File: config.mk
export PLATFORM = sky130hd
export DESIGN_NAME = seq_signed_div
export DESIGN_NICKNAME = d
export VERILOG_FILES = /design/src/rtl/div_pkg.sv /design/src/rtl/div_step.sv /design/src/rtl/seq_signed_div.sv
export SDC_FILE = /design/constraint.sdc
export NUM_CORES = 1
export LEC_CHECK = 0
export ABC_AREA = 1
export CAP_MARGIN = 25
export CORE_MARGIN = 2
export CORE_UTILIZATION = 35
export DETAILED_ROUTE_END_ITERATION = 16
export PLACE_DENSITY = 0.58
export SETUP_SLACK_MARGIN = 0.1
export SYNTH_ARGS = -nofsm -noshare
export SYNTH_HDL_FRONTEND = slang
export SYNTH_HIERARCHICAL = 1
export SYNTH_SLANG_ARGS = --single-unit
File: constraint.sdc
create_clock -name clk -period 1.7 [get_ports clk]
set_input_delay 0.51 -clock clk [delete_from_list [all_inputs] [get_ports clk]]
set_output_delay 0.51 -clock clk [all_outputs]
set_load 0.01 [all_outputs]
File: src/rtl/div_pkg.sv
// Shared types and helpers for the sequential signed divider.
package div_pkg;
  localparam int DW_DEF = 11;
  localparam int VW_DEF = 6;

  typedef enum logic [1:0] {IDLE, CALC, FIX, DONE} state_t;

  localparam logic [DW_DEF-1:0] DZ_QUOTIENT = '1;

  function automatic logic [DW_DEF-1:0] neg_dw(input logic [DW_DEF-1:0] x);
    return ~x + 1'b1;
  endfunction

  function automatic logic [VW_DEF-1:0] neg_vw(input logic [VW_DEF-1:0] x);
    return ~x + 1'b1;
  endfunction

  // Magnitude as unsigned; the most-negative value maps onto itself, which is exact unsigned.
  function automatic logic [DW_DEF-1:0] abs_dw(input logic [DW_DEF-1:0] x);
    return x[DW_DEF-1] ? neg_dw(x) : x;
  endfunction

  function automatic logic [VW_DEF-1:0] abs_vw(input logic [VW_DEF-1:0] x);
    return x[VW_DEF-1] ? neg_vw(x) : x;
  endfunction
endpackage

File: src/rtl/div_step.sv
// One restoring-division iteration: shift in a dividend bit, subtract the divisor if it fits.
module div_step #(
  parameter int VW = 6
) (
  input  logic [VW-1:0] prem,
  input  logic          bit_in,
  input  logic [VW-1:0] dv,
  output logic [VW-1:0] prem_nx,
  output logic          q_bit
);
  logic [VW:0]   shifted;
  logic [VW-1:0] diff;

  assign shifted = {prem, bit_in};
  // When the subtraction succeeds the result is below |divisor|, so modulo-2^VW is exact.
  assign diff    = shifted[VW-1:0] - dv;
  assign q_bit   = (shifted >= {1'b0, dv});
  assign prem_nx = q_bit ? diff : shifted[VW-1:0];
endmodule

File: src/rtl/seq_signed_div.sv
// Multi-cycle signed divider: restoring division on magnitudes, one quotient bit per clock.
module seq_signed_div
  import div_pkg::*;
#(
  parameter int DW = DW_DEF,
  parameter int VW = VW_DEF
) (
  input  logic          clk,
  input  logic          rst_n,
  input  logic          in_valid,
  output logic          in_ready,
  input  logic [DW-1:0] dividend,
  input  logic [VW-1:0] divisor,
  output logic          out_valid,
  input  logic          out_ready,
  output logic [DW-1:0] quotient,
  output logic [VW-1:0] remainder,
  output logic          dz,
  output logic          ov
);
  localparam int CW = $clog2(DW);
  localparam logic [DW-1:0] MOST_NEG = {1'b1, {(DW-1){1'b0}}};

  state_t        state, state_nx;
  logic [DW-1:0] dq;
  logic [VW-1:0] prem, prem_nx, mag_dv;
  logic          sign_q, sign_r, q_bit;
  logic [CW-1:0] cnt;
  logic          is_dz, is_ov;

  assign is_dz     = (divisor == '0);
  assign is_ov     = (dividend == MOST_NEG) && (divisor == '1);
  assign in_ready  = (state == IDLE);
  assign out_valid = (state == DONE);

  div_step #(.VW(VW)) u_step (
    .prem    (prem),
    .bit_in  (dq[DW-1]),
    .dv      (mag_dv),
    .prem_nx (prem_nx),
    .q_bit   (q_bit)
  );

  always_ff @(posedge clk or negedge rst_n) begin
    if (!rst_n) state <= IDLE;
    else        state <= state_nx;
  end

  always_comb begin
    state_nx = state;
    case (state)
      IDLE:    if (in_valid) state_nx = (is_dz || is_ov) ? FIX : CALC;
      CALC:    if (cnt == '0) state_nx = FIX;
      FIX:     state_nx = DONE;
      DONE:    if (out_ready) state_nx = IDLE;
      default: state_nx = IDLE;
    endcase
  end

  // Operand capture and the shifting {prem, dq} pair; dq turns into the quotient bit by bit.
  always_ff @(posedge clk) begin
    if (state == IDLE && in_valid) begin
      sign_q <= dividend[DW-1] ^ divisor[VW-1];
      sign_r <= dividend[DW-1];
      dq     <= abs_dw(dividend);
      mag_dv <= abs_vw(divisor);
      prem   <= '0;
    end else if (state == CALC) begin
      prem <= prem_nx;
      dq   <= {dq[DW-2:0], q_bit};
    end
  end

  always_ff @(posedge clk or negedge rst_n) begin
    if (!rst_n) begin
      cnt       <= '0;
      quotient  <= '0;
      remainder <= '0;
      dz        <= 1'b0;
      ov        <= 1'b0;
    end else begin
      case (state)
        IDLE: if (in_valid) begin
          cnt <= CW'(DW-1);
          dz  <= is_dz;
          ov  <= is_ov;
        end
        CALC: cnt <= cnt - 1'b1;
        FIX: begin
          if (dz) begin
            quotient  <= DZ_QUOTIENT;
            remainder <= '0;
          end else if (ov) begin
            quotient  <= MOST_NEG;
            remainder <= '0;
          end else begin
            quotient  <= sign_q ? neg_dw(dq) : dq;
            remainder <= sign_r ? neg_vw(prem) : prem;
          end
        end
        DONE: if (out_ready) begin
          dz <= 1'b0;
          ov <= 1'b0;
        end
        default: ;
      endcase
    end
  end
endmodule

Word level (Yosys, flattened, before mapping)
Cells that the tools add are included.
{ "totals": {"elab_cells": 67, "inputBits": 21, "out_inout_bits": 21, "ff_bits": 50} }
{ "op_classes": {"eq_ne": 8, "bitwise_logic": 5, "mux": 23, "addsub": 6, "magnitude_cmp": 1, "reduce_logical": 12} }
{ "op_table": {"columns": ["op", "n"], "rows": [
  ["11-bit 2-to-1 mux", 6],
  ["6-bit 2-to-1 mux", 4],
  ["11-bit by 1-bit adder with 11-bit output (second input constant)", 2],
  ["11-bit inverter", 2],
  ["6-bit by 1-bit adder with 6-bit output (second input constant)", 2],
  ["6-bit inverter", 2],
  ["11-bit == test (second input constant)", 1],
  ["2-bit 2-to-1 mux", 4],
  ["2-bit one-hot mux with 4 select lines", 1],
  ["4-bit one-hot mux with 2 select lines", 1],
  ["7-bit by 6-bit greater-or-equal comparator with 1-bit output", 1],
  ["6-bit == test (second input constant)", 1],
  ["6-bit logical NOT", 1],
  ["3-bit AND reduction", 2],
  ["2-bit nonzero test", 3],
  ["6-bit subtractor", 1],
  ["5-bit 2-to-1 mux", 1],
  ["2-bit == test (second input constant)", 2],
  ["4-bit logical NOT", 1],
  ["4-bit 2-to-1 mux", 1],
  ["2-bit inequality test (second input constant)", 2],
  ["1-bit one-hot mux with 2 select lines", 2],
  ["4-bit by 1-bit subtractor with 4-bit output (second input constant)", 1],
  ["1-bit 2-to-1 mux", 3],
  ["7 further kinds", 8]
]} }

Longest topological paths before layout
{ "depth": {"depth_word": 6, "depth_mapped": 12, "ltp_nobuf": 12} }

By module
The synthesis kept the hierarchy.
{ "by_module_without_submodules": {"columns": ["module", "area_each_um2", "seq_area_each_um2", "n_inst", "cells_per_inst"], "rows": [
  ["seq_signed_div", 2835.2, 1316.3, 1, 349],
  ["div_step", 432.9, 0.0, 1, 68]
]} }

Least setup slack after synthesis
Ideal clock, no wire load.
{ "synth_timing": {"path_kind": "register -> register", "start": "register state[1]", "end": "register dq[0], enable pin", "setup_ns": 0.345, "t_arrival_ns": 1.434, "required_time_ns": 1.355, "stages_incl_launch_ff": 6, "path_buffers": 1, "setup_slack_ns": -0.079, "period_less_slack_ns": 1.779, "path_cell_list": "dfrtp_1 > inv_1 > ha_1 > nand2_2 > buf_2 > nand2_1"} }
{ "synth_via": {"elab_chain_len": 3, "elab_cells_between_ends": 4, "cone_classes": "1 x eq/ne; 3 x reduce/logical"} }
{ "synth_rtl": {"columns": ["element", "line", "text"], "rows": [
  ["start, declared", "seq_signed_div.sv:24", "state_t state, state_nx;"],
  ["start signal, assigned", "seq_signed_div.sv:46", "else state <= state_nx;"],
  ["2-bit logical NOT", null, null],
  ["net in_ready", "seq_signed_div.sv:11", "output logic in_ready,"],
  ["1-bit logical AND", "seq_signed_div.sv:62", "if (state == IDLE && in_valid) begin"],
  ["2-bit nonzero test (no source line)", null, null],
  ["end signal, assigned", "seq_signed_div.sv:65", "dq <= abs_dw(dividend);"],
  ["end signal, assigned", "seq_signed_div.sv:70", "dq <= {dq[DW-2:0], q_bit};"],
  ["end, declared", "seq_signed_div.sv:25", "logic [DW-1:0] dq;"]
]} }
The timed path passes the listed nets, and every way through them passes these cells.
A chain may end at the register's enable or synchronous reset.

Worst setup path in the final report
{ "layout_timing": {"start": "register mag_dv[0]", "end": "register prem[4]"} }
{ "layout_via": {"elab_chain_len": 2, "elab_cells_between_ends": 3, "cone_classes": "1 x add/sub; 1 x order compare; 1 x mux"} }
{ "layout_rtl": {"columns": ["element", "line", "text"], "rows": [
  ["start, declared", "seq_signed_div.sv:26", "logic [VW-1:0] prem, prem_nx, mag_dv;"],
  ["start signal, assigned", "seq_signed_div.sv:66", "mag_dv <= abs_vw(divisor);"],
  ["6-bit subtractor or 7-bit by 6-bit greater-or-equal comparator with 1-bit output (tied branches)", "div_step.sv:16, div_step.sv:17", null],
  ["6-bit 2-to-1 mux *", "div_step.sv:18", "assign prem_nx = q_bit ? diff : shifted[VW-1:0];"],
  ["net prem_nx[4]", "seq_signed_div.sv:26", null],
  ["end signal, assigned", "seq_signed_div.sv:69", "prem <= prem_nx;"],
  ["end, declared", "seq_signed_div.sv:26", null]
]} }
The timed path passes the listed nets; every way through them passes the cells marked *.

==> impl_results.md <==
* Average size of a mapped cell at 7.84 sq um
* Reg2reg start: mag_dv[0]$_DFFE_PP_
* Skew-Pair Late Insertion Delay at 300 ps
* Area of the core at 9150 sq um
* Worst Path Required at around 1900 ps
* Inserted Clock Buffers at 5
* Setup Viol. Count Final at 1
* Worst hold path type: flop to flop
* Gpl congestion at just under 0.9
* Max cap viols at 0
* Syn nets at approximately 460
* Violated checks: negative setup slack
* Met3 routed WL at 286 um
* Pin count of the biggest net entering global routing at 26
* Initial DRT Pass Iterations at 6
* Die area at 10100 sq um
* Initial antenna violation count at 0
* Ratio of cells with drive above 1 in the final layout at 27.9%
* Post-CTS Hold Fix Bufs at 0
* DR WL met2 at between 3000 and 4000 um
* Inst Count DP at approximately 600
* Slowest-stage cell, CP: edfxtp_1
* Critical path, cell by cell: ha_4 > fa_2 > nand3b_1 > nand2_1 > xor2_1 > nand2_1 > nand2_1 > o21ai_1 > a21oi_1
* Final nets at 555
* Period minus WS final at 1710 ps
* Starting density of the core at 35.7%
* Pwr Density at 1710 nW/um^2
* P&R area growth vs syn at 39.1%
* Yosys warning count at 6
* Synth top area share at 19.1%
* Per-cell routed wire length at 12.5 um
* Final Skew at 5.33 ps
* Slew Limit Fails at 0
* Outcome: finished with violations
* All-Layer GR Usage at between 10% and 20%
* Post-synth EDFFs at 19
* Crit-path max cell delay at 430 ps
* Hold WS at 484 ps
* Lkg Pwr at about 2.2 nW
* Yosys top cell by area: dfrtp_1
* Worst EP arrival at 1940 ps
* Detailed placement HPWL at about 6000 um
* Number of top-level pins at 42
* Total power at around 7.8 mW
* Commonest non-fill, non-tap cells in the layout: nand2_1 (70), buf_4 (54), inv_1 (52), nand3_1 (39), nor2_1 (28)
* CP Depth at 9
* Final worst slack at -5.63 ps
* Port Buffers at 41
* Fmax at 586 MHz
* Fin crit share at 100%
* CP Buf/Inv Count at 0
* Synthesized area at between 3000 and 4000 sq um
* Total Routed Length at 7820 um
* Distinct cells, synth at 39
* Top FF cell, synth: dfrtp_1
* Gr ovfl total at 0
* Crit. Startpoint: mag_dv[0]$_DFFE_PP_
* Clk buf depth at 2
* Diodes inserted at 0
* Least-Margin Pin Slew at 408 ps
* Crit path max fanout at 2
* Htree depth at 2
* Critical Setup Path Class: flop to flop
* Vias in the first global route at about 2800
* Fin util at between 40% and 50%
* Most used cell along the critical path: nand2_1
* Main area contributors after synthesis: dfrtp_1 (19%), edfxtp_1 (17%), nand2_1 (9.2%)
* Critical path endpoint category: flop
* Worst path top cell family by delay: adder cells
* Drt via density at 4.80
* First-pass GRT wire length at around 13000 um
* HP Start: quotient[10]$_DFFE_PN0P_
* Cells after Synth at 417
* Initial DRC count at 123
* TritonCTS clock tree: yes
* Slew Limit Headroom at 72.8%
* Vias at 3009
* Post-Layout Cell Count at 627
* Routed met1 length at 3850 um
* Std cell rows at 35
* Startpoint Class: flop
* Asr flop ratio synth at 50.0%
* Clk sink count at 50
* Max layer used: met4
* Peak VDD IR at around 0.00053 V
* DRC at 0
* Die X-Extent at 101 um
* R2R Path End: prem[4]$_SDFFE_PP0N_
* Worst reg-to-reg path cell count at 9
* R2r setup slk at -6 ps
* FF+latch count, synth at 50
* Final ANT Viol Nets at 0
* Fin. Hold Viols at 0
* Clock root buffer master: clkbuf_8
* RSZ-0062 raised after global routing: yes
* Critical path endpoint: prem[4]$_SDFFE_PP0N_
* Sequential area share after synthesis at roughly 40%
* Reg clk slew, reported paths at about 90 ps
* Commonest non-fill, non-tap cell in the layout: nand2_1
* Die Ht at slightly above 100 um
## area by class of cell
type	count	area (sq um)
clock buffers	5	68.8
clock inverters	3	16.3
inverters	68	255
multi-input cells	292	1910
fillers	894	4610
well taps	111	139
repair buffers	98	838
flip-flops and latches	50	1320
## cells in the mapped netlist, drive strengths merged (6+ instances only)
master	instances
a21oi	25
buf	7
dfrtp	25
dfxtp	6
edfxtp	19
ha	18
inv	68
nand2	87
nand3	47
nor2	37
nor3	8
o21ai	43
xor2	10
## worst register-to-register path: cells and delay by family (launching register included)
family,cells,cell delay (ps)
and+or+nand+nor,4,380
AOI/OAI and AO/OA,2,160
DFF,1,430
adders and majority gates,2,510
xor gates and xnor gates,1,150
## power breakdown
group | internal [mW] | switching, mW
logic | 2.14 | 2.65
registers | 1.90 | 0.422
clock network | 0.283 | 0.397
## worst min-delay path by stage
stage / end / slack (ps) / cells after the start
after global routing: quotient[10]$_DFFE_PN0P_ / 520 / 2
after CTS: quotient[10]$_DFFE_PN0P_ / 490 / 2
after global placement: quotient[10]$_DFFE_PN0P_ / 460 / 2
after floorplan: cnt[0]$_DFFE_PN0P_ / 210 / 0
after detailed placement: quotient[10]$_DFFE_PN0P_ / 470 / 2
final: quotient[10]$_DFFE_PN0P_ / 480 / 2
## logic make-up after synthesis
family,after synthesis,synth area share (%)
xor gates and xnor gates,13,3.48
DFF,50,40.3
AOI/OAI and AO/OA,73,12.5
and+or+nand+nor,186,26.8
buffers and inverters,76,9.46
adders and majority gates,19,7.50
## state kept, by name, indices dropped and copies added, names as in the netlist
signal and count:
dz 1, dq 11, cnt 4, quotient 11
ov 1, mag_dv 6, sign_r 1, prem 6
sign_q 1, remainder 6, state 2
## stage by stage
step,setup slack [ps],TNS (ps),cell area [sq um]
6_report,-5.63,-5.63,4540
5_1_grt,-112,-141,4540
4_1_cts,-62.9,-131,4350
3_5_place_dp,-317,-4130,4100
3_3_place_gp,-276,-3720,4100
2_1_floorplan,84.2,0,3290
## layer usage
layer / vias to the layer above / track usage, %
met3: 6 / 2.84
met5: - / 0
met1: 1388 / 22.8
li1: 1557 / -
met4: 0 / 4.43
met2: 58 / 25.1
## repair_timing
action	in CTS	in global routing
setup buffers	8	8
pin swaps	17	28
resized for setup	54	43
gates cloned	1	0
endpoints found under the setup margin	41	48
(Power assumes the default switching activity.)
